<file path="src/rtl/multi_timer.sv">
// multi_timer: CHANNELS independent down-counting timers behind one chip-selected
// 32-bit bus slot. Each channel has a prescaler, one-shot/periodic mode,
// an interrupt enable and a write-1-to-clear pending flag.
//
// Ports:
//   clock, reset      system clock, synchronous active-high reset
//   cs, write         bus select / direction (1 = write, 0 = read)
//   address           {channel, reg[1:0]}; reg 0 RELOAD, 1 CONTROL, 2 CURRENT, 3 PRESCALE
//   data_in           write data (truncated to WIDTH for counter registers)
//   data_out          registered read data, valid one clock after the read edge
//   irq_vec           per-channel PENDING & IRQ_EN
//   irq               OR of irq_vec

// Per-channel timer state and register file.
module multi_timer_chan #(
    parameter int WIDTH = 32
) (
    input  logic        clock,
    input  logic        reset,
    input  logic        wr_en,
    input  logic [1:0]  reg_sel,
    input  logic [31:0] wdata,
    output logic [31:0] rdata,
    output logic        pending,
    output logic        irq_en
);
    logic [WIDTH-1:0] reload_q, reload_d, prescale_q, prescale_d;
    logic [WIDTH-1:0] current_q, current_d, pcnt_q, pcnt_d;
    logic periodic_q, periodic_d, irq_en_q, irq_en_d;
    logic pending_q, pending_d, running_q, running_d;
    logic ctrl_wr, start, stop, step, tick, expire;

    always_comb begin
        reload_d   = reload_q;
        prescale_d = prescale_q;
        current_d  = current_q;
        pcnt_d     = pcnt_q;
        periodic_d = periodic_q;
        irq_en_d   = irq_en_q;
        pending_d  = pending_q;
        running_d  = running_q;
        tick       = 1'b0;
        expire     = 1'b0;

        ctrl_wr = wr_en && (reg_sel == 2'd1);
        start   = ctrl_wr && wdata[0];
        stop    = ctrl_wr && wdata[1];
        // A START or STOP edge replaces the count step: STOP freezes the
        // counters at their current values, START reloads them.
        step    = running_q && !start && !stop;

        if (step) begin
            if (pcnt_q == '0) begin
                pcnt_d = prescale_q;
                tick   = 1'b1;
            end else begin
                pcnt_d = pcnt_q - WIDTH'(1);
            end
            if (tick) begin
                if (current_q == '0) begin
                    expire    = 1'b1;
                    pending_d = 1'b1;
                    current_d = reload_q;
                    if (!periodic_q) running_d = 1'b0;
                end else begin
                    current_d = current_q - WIDTH'(1);
                end
            end
        end

        if (wr_en) begin
            case (reg_sel)
                2'd0: reload_d = wdata[WIDTH-1:0];
                2'd1: begin
                    periodic_d = wdata[2];
                    irq_en_d   = wdata[3];
                    // An expiry on the same edge beats the clear.
                    if (wdata[4] && !expire) pending_d = 1'b0;
                end
                2'd3: prescale_d = wdata[WIDTH-1:0];
                default: ;  // CURRENT is read-only
            endcase
        end

        if (start) begin
            running_d = 1'b1;
            current_d = reload_q;
            pcnt_d    = prescale_q;
        end else if (stop) begin
            running_d = 1'b0;
        end
    end

    always_ff @(posedge clock) begin
        if (reset) begin
            reload_q   <= '0;
            prescale_q <= '0;
            current_q  <= '0;
            pcnt_q     <= '0;
            periodic_q <= 1'b0;
            irq_en_q   <= 1'b0;
            pending_q  <= 1'b0;
            running_q  <= 1'b0;
        end else begin
            reload_q   <= reload_d;
            prescale_q <= prescale_d;
            current_q  <= current_d;
            pcnt_q     <= pcnt_d;
            periodic_q <= periodic_d;
            irq_en_q   <= irq_en_d;
            pending_q  <= pending_d;
            running_q  <= running_d;
        end
    end

    always_comb begin
        case (reg_sel)
            2'd0:    rdata = 32'(reload_q);
            2'd1:    rdata = {26'd0, running_q, pending_q, irq_en_q, periodic_q, 2'b00};
            2'd2:    rdata = 32'(current_q);
            default: rdata = 32'(prescale_q);
        endcase
    end

    assign pending = pending_q;
    assign irq_en  = irq_en_q;
endmodule

module multi_timer #(
    parameter  int CHANNELS = 4,
    parameter  int WIDTH    = 32,
    localparam int ADDR_W   = $clog2(CHANNELS) + 2
) (
    input  logic                clock,
    input  logic                reset,
    input  logic                cs,
    input  logic                write,
    input  logic [ADDR_W-1:0]   address,
    input  logic [31:0]         data_in,
    output logic [31:0]         data_out,
    output logic [CHANNELS-1:0] irq_vec,
    output logic                irq
);
    logic [ADDR_W-1:0]               chan_idx;
    logic [CHANNELS-1:0]             chan_wr, pending, irq_en;
    logic [CHANNELS-1:0][31:0]       rdata_all;
    logic [31:0]                     rd_sel, data_out_q, data_out_d;

    assign chan_idx = address >> 2;

    for (genvar i = 0; i < CHANNELS; i++) begin : g_chan
        assign chan_wr[i] = cs && write && (chan_idx == ADDR_W'(i));
        multi_timer_chan #(.WIDTH(WIDTH)) u_chan (
            .clock   (clock),
            .reset   (reset),
            .wr_en   (chan_wr[i]),
            .reg_sel (address[1:0]),
            .wdata   (data_in),
            .rdata   (rdata_all[i]),
            .pending (pending[i]),
            .irq_en  (irq_en[i])
        );
    end

    // Channel indices at or above CHANNELS match nothing and read 0.
    always_comb begin
        rd_sel = '0;
        for (int i = 0; i < CHANNELS; i++)
            if (chan_idx == ADDR_W'(i)) rd_sel = rdata_all[i];
        data_out_d = (cs && !write) ? rd_sel : data_out_q;
    end

    always_ff @(posedge clock) begin
        if (reset) data_out_q <= '0;
        else       data_out_q <= data_out_d;
    end

    assign data_out = data_out_q;
    assign irq_vec  = pending & irq_en;
    assign irq      = |irq_vec;
endmodule

</file>
<file path="config.mk">
export PLATFORM = sky130hd
export DESIGN_NAME = multi_timer
export DESIGN_NICKNAME = d
export VERILOG_FILES = /design/src/rtl/multi_timer.sv
export SDC_FILE = /design/constraint.sdc
export NUM_CORES = 2
export LEC_CHECK = 0
export ABC_AREA = 1
export BUFFER_PORTS_ARGS = -buffer_cell sky130_fd_sc_hd__buf_2
export CAP_MARGIN = 20
export CORE_MARGIN = 2
export CORE_UTILIZATION = 45
export CTS_CLUSTER_DIAMETER = 80
export DETAILED_ROUTE_END_ITERATION = 8
export GPL_ROUTABILITY_DRIVEN = 0
export HOLD_SLACK_MARGIN = 0.05
export SLEW_MARGIN = 10
export SYNTH_ARGS = -nofsm -noshare
export SYNTH_HDL_FRONTEND = slang
export SYNTH_SLANG_ARGS = --single-unit
</file>
<file path="constraint.sdc">
create_clock -name clock -period 2.1 [get_ports clock]
set_clock_uncertainty 0.1 [all_clocks]
set_input_delay 0.21 -clock clock [delete_from_list [all_inputs] [get_ports clock]]
set_output_delay 0.21 -clock clock [all_outputs]
set_load 0.02 [all_outputs]
</file>
### Yosys cells after proc, flatten, opt, wreduce, memory -nomap -nowiden

Index checks and enable logic that the tools add are counted.

| operators by class | value |
|---|---|
| magnitude comparators | 0 |
| bitwise operators | 1 |
| divide/modulo/power cells | 0 |
| reductions and logical operators | 94 |
| shift-type cells | 0 |
| $add $sub $neg | 8 |
| multiply operators | 0 |
| equal/unequal tests | 10 |
| multiplexer cells | 104 |

Operator list:

| cell | count |
|---|---|
| $mux W32 | 32 |
| $pmux W32 S3 | 4 |
| $logic_not A32 Y1 | 8 |
| $sub A32 B1 Y32 const B | 8 |
| $mux W1 | 68 |
| $reduce_bool A3 Y1 | 12 |
| $reduce_and A2 Y1 | 16 |
| $logic_and A1 B1 Y1 | 30 |
| $reduce_and A4 Y1 | 4 |
| $reduce_bool A2 Y1 | 8 |
| $logic_not A1 Y1 | 13 |
| $ne A3 B3 Y1 const B | 4 |
| $eq A2 B2 Y1 const B | 4 |
| $and A4 B4 Y4 | 1 |
| $eq A2 B1 Y1 const B | 2 |
| $logic_not A4 Y1 | 1 |
| $reduce_or A4 Y1 | 1 |
| $logic_not A2 Y1 | 1 |

| storage, ports and cells | value |
|---|---|
| memories kept | 0 |
| latch bits | 0 |
| flip-flop bits (word level) | 560 |
| ROM bits | 0 |
| memory bits (writable) | 0 |
| bits of input ports | 40 |
| output and inout bits | 37 |
| word-level logic and storage cells | 250 |

### Depth between registers and ports, before layout

| depth | value |
|---|---|
| depth in word-level cells | 15 |
| depth in mapped cells | 14 |
| mapped depth without buffers | 13 |

### Modules after synthesis

From an unflattened synthesis, not the netlist that was laid out.

| second synthesis, totals | value |
|---|---|
| cells, all modules | 4970 |
| area, all modules | 31876.8 um^2 |

Modules (own cells, without submodules):

| module | cells an instance | area an instance (um^2) | times used | seq. area each (um^2) |
|---|---|---|---|---|
| multi_timer_chan (g_chan[1].u_chan ...) | 1155 | 7415.9 | 2 | 2642.5 |
| multi_timer_chan (g_chan[3].u_chan) | 1151 | 7541.0 | 1 | 2642.5 |
| multi_timer_chan (g_chan[0].u_chan) | 1150 | 7403.4 | 1 | 2642.5 |
| multi_timer | 359 | 2100.8 | 1 | 640.6 |

### Worst setup path before layout

Ideal clock, no wire load.

| path | value |
|---|---|
| kind | reg2reg |
| start | register g_chan[3].u_chan.pcnt_q[0] |
| end | register g_chan[3].u_chan.pcnt_q[30] |
| required time | 1.868 ns |
| arrival time | 1.667 ns |
| slack | 0.201 ns |
| period minus slack after synthesis | 1.899 ns |
| buffers on the path | 2 |
| stages on the path, launching flop included | 13 |
| setup time | 0.132 ns |
| cells stage by stage | dfxtp_1 inv_1 ha_1 nand2_1 nor2_1 nand2_1 nor2_1 nor2_1 buf_2 clkbuf_1 nand3_1 nand2_1 a21oi_1 |

| between the ends | value |
|---|---|
| cells in the longest elaborated chain, start to end | 4 |
| elaborated cells between the ends (all ways) | 5 |
| classes of those cells | add/sub (1); mux (3); reduce/logical (1) |

RTL lines:

| item | line | RTL |
|---|---|---|
| start: declaration | 28 | `logic [WIDTH-1:0] current_q, current_d, pcnt_q, pcnt_d;` |
| start signal: assignment | 108 | `pcnt_q <= pcnt_d;` |
| $sub A32 B1 Y32 or $logic_not A32 Y1 (tied branches) | 57, 53 |  |
| $mux W32 * | 53 | `if (pcnt_q == '0) begin` |
| $mux W32 * | 52 | `if (step) begin` |
| $mux W32 * | 85 | `if (start) begin` |

Every way passes the cells marked *; elsewhere a longest branch is shown, timed or not. The select of a mux whose other input is x is not followed.
A chain may end at the register's enable or synchronous reset.

### Worst setup path after layout

| path | value |
|---|---|
| start | register g_chan[3].u_chan.pcnt_q[27] |
| end | register g_chan[3].u_chan.current_q[15] |

| between the ends | value |
|---|---|
| cells in the longest elaborated chain, start to end | 5 |

RTL lines:

| item | line | RTL |
|---|---|---|
| $logic_not A32 Y1 | 53 |  |
| $mux W1 | 53 |  |
| $mux W1 | 52 |  |
| $reduce_bool A2 Y1 (no line) | - |  |
| $reduce_and A2 Y1 (no line) | - |  |
| end signal: assignment | 107 | `current_q <= current_d;` |
| end: declaration | 28 |  |

No other way between the ends. The select of a mux whose other input is x is not followed.

==> metrics.csv <==
stage,metric,value,unit
status,status,finished clean,
routing,DR WL/cell,21.3,um
power_and_ir_drop,Peak VDD IR,621,uV
power_and_ir_drop,Clk pwr share,42.7,%
global_routing,initial antenna violation count,6,
final_layout,most frequent cells in the layout,"940 x nand2_1, 669 x nor2_1, 625 x o21ai_0, 558 x dfxtp_1, 509 x inv_1",
final_layout,share of layout cells above drive strength 1,15.6,%
sta,Final min period,2.04,ns
yosys,Synth area leader,dfxtp_1,
routing,final antenna-violating net count,0,
global_routing,gr usage total,36.8,%
final_layout,Synth-to-Final Area Change,25.9,%
floorplanning,Initial Utilization,45.6,%
power_and_ir_drop,Psw,8.27,mW
yosys,"flops & latches, synth",560,
setup_path,CP Capture Type,register,
sta,final hold vios,0,
yosys,Yosys warning count,0,
final_layout,final instance area,39500,um^2
floorplanning,full die area,71800,um^2
floorplanning,Die X,268,um
setup_path,CP required,2.55,ns
final_layout,fill count,6774,
yosys,Synth Flop Type,dfxtp_1,
yosys,Synthesized Nets,5009,
yosys,Synth top area share,35.8,%
power_and_ir_drop,Gate power share,18.2,%
yosys,"EDFF count, synth",0,
yosys,ys async rst share,0,%
power_and_ir_drop,Leak,18.1,nW
yosys,top post-synthesis cells by area,"dfxtp_1 36%, nand2_1 11%, o21ai_0 10%",
clock_network,CTS Buffer Depth,3,
sta,Max Freq,491,MHz
clock_network,CTS tree,done,
sta,Worst-Margin Slew,0.756,ns
global_routing,first-pass GRT wire length,200,mm
final_layout,"commonest non-fill, non-tap cell in the layout",nand2_1,
clock_network,clk slew on worst S/H paths,0.06,ns
floorplanning,Std-Cell Rows,96,
routing,initial DRC count,4426,
power_and_ir_drop,power density over the cells,706,nW/um^2
global_routing,largest net degree at the start of global routing,80,
clock_network,worst-skew pair later-pin latency,0.62,ns
clock_network,cts bufs inserted,67,
routing,First-pass DRT Iterations,6,
routing,DRC viols,0,
sta,fin crit share,96.9,%
clock_network,CTS sink count,560,
setup_path,crit start category,register,
global_routing,vias in the first global route,32114,
clock_network,Root Buffer,clkbuf_16,
yosys,library cells used by synthesis,48,
job,max_cap viols,0,
floorplanning,Ports,77,
power_and_ir_drop,part of the power in registers,39.0,%
routing,final WL,136,mm
yosys,sequential share of the synthesized area,35.8,%
power_and_ir_drop,internal power,19.6,mW
final_layout,fin nets,5459,
sta,final hold slack,0.0743,ns
placed_design,HPWL Detailed,99.4,mm
sta,normalized max-slew margin,49.4,%
routing,via density per instance,5.65,
setup_path,Crit Path Class,reg -> reg,
yosys,Post-Synthesis Cell Area,31400,um^2
min_path,hold crit path type,in -> reg,
setup_path,worst-path fanout max,13,
floorplanning,Die Y,268,um
placed_design,PortBufs,76,
clock_network,H-tree depth,3,
floorplanning,CORE AREA,68800,um^2
global_routing,Overflow after GRT,0,
routing,routed vias,36072,
sta,Final setup viols,0,
yosys,Mapped Avg Cell Area,6.33,um^2
sta,count of final max-slew check failures,0,
placed_design,Placement Cell Area,36300,um^2
power_and_ir_drop,Sw Ratio,29.7,%
setup_path,CP arrival,2.49,ns
yosys,Cells after Synth,4953,
## Yosys cell counts (6+ instances only)
cell type  instances
or2_2              9
inv_1            514
a21oi_1          499
xor2_1            75
o211ai_1          14
a31oi_1            6
inv_2             10
xnor2_1           27
nand3_1          357
dfxtp_1          560
o221ai_1          38
buf_2             48
a41oi_1            6
nor2_1           724
clkbuf_1         186
buf_4             12
nand2_1          954
nor3_1            28
o21ai_0          631
nand4_1           52
ha_1              16
o31ai_1            7
nand2_2            9
buf_1              9
nor2_4            10
o21ai_1           18
a211oi_1           9
nand3b_1           9
nor2_2             7
o22ai_1           76
## state kept, by name (all words and copies together) (netlist names)
register,count
g_chan.u_chan.pcnt_q,128
g_chan.u_chan.periodic_q,4
g_chan.u_chan.running_q,4
g_chan.u_chan.irq_en,4
g_chan.u_chan.pending,4
g_chan.u_chan.current_q,128
data_out,32
g_chan.u_chan.reload_q,128
g_chan.u_chan.prescale_q,128
## power by group through the flow
| stage | Combinational [mW] | Clock [mW] | Sequential, mW |
|---|---|---|---|
| finish | 5.08 | 11.9 | 10.9 |
| floorplan | 2.69 | 0 | 11.1 |
| global placement | 4.73 | 0 | 11.1 |
| detailed placement | 4.75 | 0 | 11.1 |
| global route | 5.48 | 12.5 | 10.9 |
| CTS | 4.85 | 12.0 | 10.9 |
## layer usage
| layer | GRT usage [%] | vias to the layer above | part of all wire [%] |
|---|---|---|---|
| li1 | - | 17248 | - |
| met1 | 50.4 | 16687 | 42 |
| met5 | 0 | - | 0.019 |
| met2 | 54.3 | 1819 | 42 |
| met3 | 7.86 | 314 | 11 |
| met4 | 18.9 | 4 | 5.6 |
## stage by stage
stage / cells / worst slack (ns) / total power, mW / util, % / setup TNS (ns)
after global routing: 6382 / -0.0452 / 28.8 / 57.3 / -0.381
after global placement: 6209 / -0.388 / 15.8 / 52.8 / -26.32
after detailed placement: 6209 / -0.377 / 15.9 / 52.8 / -29.88
final: 6383 / 0.0641 / 27.9 / 57.3 / 0
after CTS: 6357 / 0.0125 / 27.7 / 56.5 / 0
after floorplan: 4953 / 0.201 / 13.8 / - / 0
## worst max-delay path, stage by stage (launching register included)
cell and delay (ns):
dfxtp_1 0.34, nor2_1 0.18, nand2_1 0.13, nor2_1 0.12
nand2_1 0.13, nor2_2 0.13, nor2_2 0.07, nor2_4 0.19
buf_4 0.19, clkbuf_16 0.17, nand3_1 0.08, a21oi_1 0.12
## repair_timing
item / in CTS / in global routing
pin swaps: 1 / 10
setup buffers: 1 / 14
setup endpoints to repair: 35 / 156
hold endpoints to repair: 202 / 0
hold buffers: 29 / 0
gates cloned: 2 / 10
resized for setup: 7 / 91
## path summary, 6_finish.rpt
path | startpoint | endpoint | cells past startpoint | slack, ns
max | g_chan[3].u_chan.pcnt_q[27] | g_chan[3].u_chan.current_q[15] | 11 | 0.06
min | data_in[22] | g_chan[3].u_chan.prescale_q[22] | 3 | 0.07
max reg2reg | g_chan[3].u_chan.pcnt_q[27] | g_chan[3].u_chan.current_q[15] | 11 | 0.06
min reg2reg | g_chan[0].u_chan.pcnt_q[31] | g_chan[0].u_chan.pcnt_q[31] | 2 | 0.37
## layout make-up
cell class / count / area, um^2 / share of cell area, %
multi-input combinational: 3614 / 17400 / 44.2
sequential: 560 / 11200 / 28.4
timing repair buffer: 633 / 5450 / 13.8
clock buffer: 98 / 2030 / 5.14
inverter: 527 / 1990 / 5.03
tap: 931 / 1160 / 2.95
clock inverter: 18 / 175 / 0.444
antenna: 2 / 5.00 / 0.0127
## cell families (layout without fill, tap and decap cells)
kind of cell | count (synthesis) | count (layout) | synth area share (%)
AOI/OAI and AO/OA | 1319 | 1319 | 22.3
xor gates and xnor gates | 102 | 102 | 2.85
adders and majority gates | 16 | 16 | 0.638
buffers and inverters | 783 | 1276 | 9.73
DFF | 560 | 560 | 35.8
other | 0 | 2 | 0
and+or+nand+nor | 2173 | 2177 | 28.7
(Power assumes the default switching activity.)
